`src/rtl/sig_dump_host.sv`:
```
// sig_dump_host: signature dump engine for the compliance-test bus.
// Software programs a window [BEGIN, END) and writes START. The block then
// reads each word of the window from RAM over its host port and emits it on
// a valid/ready stream, one host read outstanding at a time.
//
// Optional feature macro: SIGDUMP_TIMEOUT_EN
//   defined   -> rvalid watchdog of TimeoutCycles cycles in WAIT; expiry sets err
//   undefined -> WAIT waits for rvalid indefinitely
//
// state | meaning
// ------+--------------------------------------------------------------
// IDLE  | nothing in progress, waiting for START
// REQ   | host read request asserted for ptr, waiting for grant
// WAIT  | read granted, waiting for host rvalid
// OUT   | word presented on the signature stream, waiting for ready
// DONE  | dump finished (done_o=1); START re-launches, CLEAR returns to IDLE

module sig_dump_host #(
    parameter int unsigned CountWidth    = 16,
    parameter int unsigned TimeoutCycles = 1024
) (
    input  logic        clk_i,
    input  logic        rst_i,

    input  logic        dev_req_i,
    input  logic        dev_we_i,
    input  logic [31:0] dev_addr_i,
    input  logic [3:0]  dev_be_i,
    input  logic [31:0] dev_wdata_i,
    output logic        dev_rvalid_o,
    output logic [31:0] dev_rdata_o,
    output logic        dev_err_o,

    output logic        host_req_o,
    input  logic        host_gnt_i,
    output logic [31:0] host_addr_o,
    input  logic        host_rvalid_i,
    input  logic [31:0] host_rdata_i,
    input  logic        host_err_i,

    output logic        sig_valid_o,
    input  logic        sig_ready_i,
    output logic [31:0] sig_data_o,

    output logic        done_o
);

    typedef enum logic [2:0] {
        ST_IDLE,
        ST_REQ,
        ST_WAIT,
        ST_OUT,
        ST_DONE
    } state_t;

    localparam logic [1:0] RegBegin = 2'd0;
    localparam logic [1:0] RegEnd   = 2'd1;
    localparam logic [1:0] RegCtrl  = 2'd2;
    localparam logic [1:0] RegCount = 2'd3;

    state_t                state;
    logic [31:0]           begin_addr;
    logic [31:0]           end_addr;
    logic [31:0]           ptr;
    logic [31:0]           ptr_next;
    logic [CountWidth-1:0] count;
    logic                  err;
    logic                  busy;

    logic [1:0]            reg_sel;
    logic                  dev_wr;
    logic                  be_full;
    logic                  wr_begin;
    logic                  wr_end;
    logic                  wr_ctrl;
    logic                  wr_err;
    logic                  start_cmd;
    logic                  clear_cmd;
    logic                  launch;
    logic [31:0]           rd_data;

    // Only bits [3:2] of the device address select a register.
    logic                  unused_dev_addr;
    assign unused_dev_addr = ^{dev_addr_i[31:4], dev_addr_i[1:0]};

`ifdef SIGDUMP_TIMEOUT_EN
    localparam int unsigned        WdogWidth = $clog2(TimeoutCycles) + 1;
    localparam logic [WdogWidth-1:0] WdogLoad = WdogWidth'(TimeoutCycles - 1);
    logic [WdogWidth-1:0] wdog;
`else
    localparam int unsigned unused_timeout_cycles = TimeoutCycles;
`endif

    assign busy     = (state == ST_REQ) || (state == ST_WAIT) || (state == ST_OUT);
    assign ptr_next = ptr + 32'd4;

    // Device port write decode; partial writes never take effect.
    assign reg_sel  = dev_addr_i[3:2];
    assign dev_wr   = dev_req_i && dev_we_i;
    assign be_full  = (dev_be_i == 4'hF);
    assign wr_begin = dev_wr && be_full && (reg_sel == RegBegin) && !busy;
    assign wr_end   = dev_wr && be_full && (reg_sel == RegEnd) && !busy;
    assign wr_ctrl  = dev_wr && be_full && (reg_sel == RegCtrl);
    assign wr_err   = dev_wr && (!be_full
                                 || (reg_sel == RegCount)
                                 || (busy && ((reg_sel == RegBegin) || (reg_sel == RegEnd))));

    assign start_cmd = wr_ctrl && dev_wdata_i[0];
    assign clear_cmd = wr_ctrl && dev_wdata_i[1];

    // START is honoured only when not busy; in DONE a simultaneous CLEAR wins.
    assign launch = start_cmd && ((state == ST_IDLE) || ((state == ST_DONE) && !clear_cmd));

    // Register read mux, sampled into the response register one cycle later.
    always_comb begin
        rd_data = '0;
        case (reg_sel)
            RegBegin: rd_data = begin_addr;
            RegEnd:   rd_data = end_addr;
            RegCtrl:  rd_data = {29'd0, busy, err, done_o};
            default:  rd_data = 32'(count);
        endcase
    end

    // Device port: window registers and the single-cycle-latency response.
    always_ff @(posedge clk_i) begin
        if (rst_i) begin
            begin_addr   <= '0;
            end_addr     <= '0;
            dev_rvalid_o <= 1'b0;
            dev_rdata_o  <= '0;
            dev_err_o    <= 1'b0;
        end else begin
            dev_rvalid_o <= dev_req_i;
            dev_err_o    <= wr_err;
            dev_rdata_o  <= (dev_req_i && !dev_we_i) ? rd_data : '0;
            if (wr_begin) begin
                begin_addr <= {dev_wdata_i[31:2], 2'b00};
            end
            if (wr_end) begin
                end_addr <= {dev_wdata_i[31:2], 2'b00};
            end
        end
    end

    // Dump sequencer with registered host, stream and done outputs.
    always_ff @(posedge clk_i) begin
        if (rst_i) begin
            state       <= ST_IDLE;
            ptr         <= '0;
            count       <= '0;
            err         <= 1'b0;
            host_req_o  <= 1'b0;
            host_addr_o <= '0;
            sig_valid_o <= 1'b0;
            sig_data_o  <= '0;
            done_o      <= 1'b0;
`ifdef SIGDUMP_TIMEOUT_EN
            wdog        <= '0;
`endif
        end else if (launch) begin
            ptr   <= begin_addr;
            count <= '0;
            err   <= 1'b0;
            if (begin_addr >= end_addr) begin
                // Empty window: finish without touching the host port.
                state  <= ST_DONE;
                done_o <= 1'b1;
            end else begin
                state       <= ST_REQ;
                host_req_o  <= 1'b1;
                host_addr_o <= begin_addr;
                done_o      <= 1'b0;
            end
        end else begin
            case (state)
                ST_IDLE: begin
                    state <= ST_IDLE;
                end

                ST_REQ: begin
                    if (host_gnt_i) begin
                        host_req_o <= 1'b0;
                        state      <= ST_WAIT;
`ifdef SIGDUMP_TIMEOUT_EN
                        wdog       <= WdogLoad;
`endif
                    end
                end

                ST_WAIT: begin
                    if (host_rvalid_i) begin
                        if (host_err_i) begin
                            err    <= 1'b1;
                            done_o <= 1'b1;
                            state  <= ST_DONE;
                        end else begin
                            sig_data_o  <= host_rdata_i;
                            sig_valid_o <= 1'b1;
                            state       <= ST_OUT;
                        end
                    end
`ifdef SIGDUMP_TIMEOUT_EN
                    else if (wdog == '0) begin
                        err    <= 1'b1;
                        done_o <= 1'b1;
                        state  <= ST_DONE;
                    end else begin
                        wdog <= wdog - 1'b1;
                    end
`endif
                end

                ST_OUT: begin
                    if (sig_ready_i) begin
                        sig_valid_o <= 1'b0;
                        ptr         <= ptr_next;
                        if (count != '1) begin
                            count <= count + 1'b1;
                        end
                        if (ptr_next >= end_addr) begin
                            done_o <= 1'b1;
                            state  <= ST_DONE;
                        end else begin
                            host_req_o  <= 1'b1;
                            host_addr_o <= ptr_next;
                            state       <= ST_REQ;
                        end
                    end
                end

                ST_DONE: begin
                    if (clear_cmd) begin
                        done_o <= 1'b0;
                        state  <= ST_IDLE;
                    end
                end

                default: begin
                    host_req_o  <= 1'b0;
                    sig_valid_o <= 1'b0;
                    done_o      <= 1'b0;
                    state       <= ST_IDLE;
                end
            endcase
        end
    end

endmodule

```
`config.mk`:
```
export PLATFORM = sky130hd
export DESIGN_NAME = sig_dump_host
export DESIGN_NICKNAME = d
export VERILOG_FILES = /design/src/rtl/sig_dump_host.sv
export SDC_FILE = /design/constraint.sdc
export NUM_CORES = 1
export LEC_CHECK = 0
export CORE_ASPECT_RATIO = 0.7
export CORE_MARGIN = 1
export CORE_UTILIZATION = 52
export CTS_CLUSTER_SIZE = 14
export DETAILED_ROUTE_END_ITERATION = 12
export PLACE_DENSITY = 0.83
export SYNTH_ARGS = -nofsm -noshare
export SYNTH_HDL_FRONTEND = slang
export SYNTH_SLANG_ARGS = --single-unit
```
`constraint.sdc`:
```
create_clock -name clk_i -period 4.8 [get_ports clk_i]
set_input_delay 1.2 -clock clk_i [delete_from_list [all_inputs] [get_ports clk_i]]
set_output_delay 1.2 -clock clk_i [all_outputs]
set_load 0.01 [all_outputs]
```
==> results_dict.tcl <==
set metrics [dict create \
    outcome "finished, violations left" \
    violations "design-rule violations" \
    setup-tns-final_ns 0 \
    post_cts_buffers 0 \
    avgSynthCellArea_um2 7.94 \
    layout.nets 1623 \
    synth-compound-area-share_pct 15.6 \
    firstDrtPassIters 10 \
    ctsResizeCount 0 \
    synth_top_family_by_area "simple AND/OR/NAND/NOR gates" \
    synth_area_um2 10500 \
    syn_to_final_growth_pct 24.6 \
    wl_per_cell_um 17.6 \
    rr_worst_depth 13 \
    htreeDepth 1 \
    design.core.area_um2 19800 \
    dr_wl_met3_mm 3.80 \
    cp-end-kind "flip-flop" \
    totalWireLength_mm 30.6 \
    setup_viol 0 \
    ys_seq_elements 213 \
    drt_iter0_markers 1172 \
    startpoint_type "flip-flop" \
    fin_skew_ns 0.0253 \
    first_global_vias 9229 \
    crit_required_ns 5.13 \
    cp.arrival_ns 4.80 \
    synth_top_area_share_pct 40.7 \
    worst_pin_slew_ns 1.24 \
    io_pins 209 \
    powerDensity_nw_per_um2 279 \
    dpl.hpwl_mm 21.9 \
    max_freq_ghz 0.224 \
    hold_path_end "sig_data_o[16]" \
    cts_buffer_depth 3 \
    yosys.area_share.simple_pct 22.9 \
    setup.worst_path.class "flip-flop to flip-flop" \
    vias 10000 \
    async_flop_share_pct 0 \
    slew_headroom_pct 17.4 \
    ys_warn_count 0 \
    hold_depth 2 \
    gp_congestion 0.927 \
    rsz0062_at_grt "no" \
    drc 2 \
    layout_commonest_cell "nand2_1" \
    clkSinkCount 213 \
    grt_max_degree 103 \
    grt_usage_pct 29.5 \
    synth_xor_area_share_pct 4.18 \
    diodes 0 \
    yosysSeqAreaShare_pct 40.7 \
    synth-main-ff-cell "dfxtp_1" \
    antenna_found_initial 0 \
    design.die.area_um2 20700 \
    post_drt_via_cell_ratio 5.79 \
    overflow 0 \
    fin_ws_ns 0.333 \
    initial_core_util_pct 52.9 \
    mostFrequentLayoutCells "nand2_1 (288), dfxtp_1 (213), clkdlybuf4s50_1 (176)" \
    report.final.hold_viol_count 0 \
    die_width_um 172 \
    cts_tree "yes" \
    syn_inst 1320 \
    synthAdderAreaFrac_pct 7.52 \
    crit_fanout 41 \
    fin_crit_ns 4.47 \
    syn_nets 1491 \
    grt_pass1_wl_mm 48.3 \
    synth.distinct_cells 56 \
    cts-root-buf "clkbuf_16" \
    min_from "sig_data_o[16]" \
    finalMaxSlewViolations 0 \
    hold_path_class "flip-flop to flip-flop" \
    timing.rr.end "host_addr_o[8]" \
    clk_latency_ns 0.51 \
    drtAntennaViolNets 0 \
    met1Wirelength_mm 13.7 \
    peakVddDrop_mv 0.210 \
    power_leakage_uw 0.00465 \
    synth_edf_count 0 \
    period_share_pct 93.1 \
    dr_wl_met2_mm 12.7 \
    yosys.area.top_type "dfxtp_1" \
    synth.area.top_cells "dfxtp_1 (41%), nand2_1 (10%), a21oi_1 (8.4%)" \
    io_buffers 178 \
    numCtsBuffers 21 \
    num-fill-cells 1665 \
    dieHeight_um 121 \
    dp_slack_ns 0.477 \
    drive_gt1_share_pct 6.00 \
    synth_mux_area_share_pct 3.74 \
    routed.top_layer "met4" \
    max-cap-violations 0 \
    num_rows 43 \
    r2r_start "ptr[5]" \
    rrSetupSlack_ns 0.33 \
    clk_pin_slew_ns 0.06 \
    postCtsHoldBufs 0 \
]
through the flow:
stage	util (%)	instance area, um^2	total power (uW)	hold WS [ns]	std cells
3_3_place_gp	62.3	12300	1960	0.441	1699
5_1_grt	65.9	13100	3730	0.478	1736
3_5_place_dp	62.3	12300	1960	0.447	1699
6_report	65.9	13100	3640	0.453	1736
2_1_floorplan	-	10500	1870	0.422	1320
4_1_cts	65.9	13100	3660	0.456	1736
registers in the layout, indices dropped and copies added, names as in the netlist, 3 cells and up:
register and flops:
sig_data_o 32, ptr 32, host_addr_o 32, count 16
state 3, begin_addr 30, dev_rdata_o 32, end_addr 30
critical path, stage by stage (launching register included):
cell and delay, ns:
dfxtp_1 0.51, nand4_2 0.31, nor4_4 0.60, nor2b_1 0.23, xnor2_1 0.13, ha_1 0.34
nand4_2 0.15, or4_1 0.59, a211o_1 0.28, a41oi_2 0.41, nand2b_1 0.21, buf_12 0.23
a211o_1 0.22, a21oi_1 0.08
worst max path at each step:
stage               startpoint              end  slack, ns  cells past startpoint
floorplan               ptr[8]  host_addr_o[17]       1.26                     15
global placement        ptr[5]   host_addr_o[8]       0.60                     13
detailed placement      ptr[5]   host_addr_o[8]       0.48                     13
CTS                     ptr[5]   host_addr_o[8]       0.41                     13
global route            ptr[5]  host_addr_o[30]       0.07                     13
finish                  ptr[5]   host_addr_o[8]       0.33                     13
routing by layer:
layer  GRT usage [%]  vias up
li1                -     4772
met1            44.1     4740
met2            42.2      494
met3            7.73       38
met4            5.58        0
met5               0        -
report_power, final:
| part | internal [uW] | total (uW) | switching, uW |
|---|---|---|---|
| sequential | 1770 | 1770 | 2.59 |
| clock | 1020 | 1720 | 698 |
| combinational | 72.2 | 149 | 76.4 |
synthesized netlist by cell type (17+ instances only):
| library cell | number |
|---|---|
| a21oi_1 | 175 |
| buf_2 | 17 |
| clkbuf_1 | 53 |
| dfxtp_1 | 213 |
| ha_1 | 63 |
| inv_1 | 44 |
| mux2i_1 | 20 |
| nand2_1 | 288 |
| nand3_1 | 48 |
| nand4_1 | 29 |
| nor2_1 | 108 |
| nor3_1 | 18 |
| o21ai_0 | 55 |
| xnor2_1 | 26 |
| xor2_1 | 24 |
logic make-up after synthesis:
logic type / after synthesis
compound gates: 288
mux: 36
fa+ha+maj: 63
flops: 213
simple gates: 543
buf+inv: 127
xor+xnor: 50
cell type report:
class                      instances  area (um^2)  area share (%)
clock buffer                      30          629            4.82
clock inverter                     7         92.6           0.709
inverter                          44          165            1.26
multi-input combinational        980         5680            43.5
sequential                       213         4260            32.7
tap                              270          338            2.59
timing repair buffer             192         1890            14.5
No activity file was read; power rests on OpenSTA's default activity.
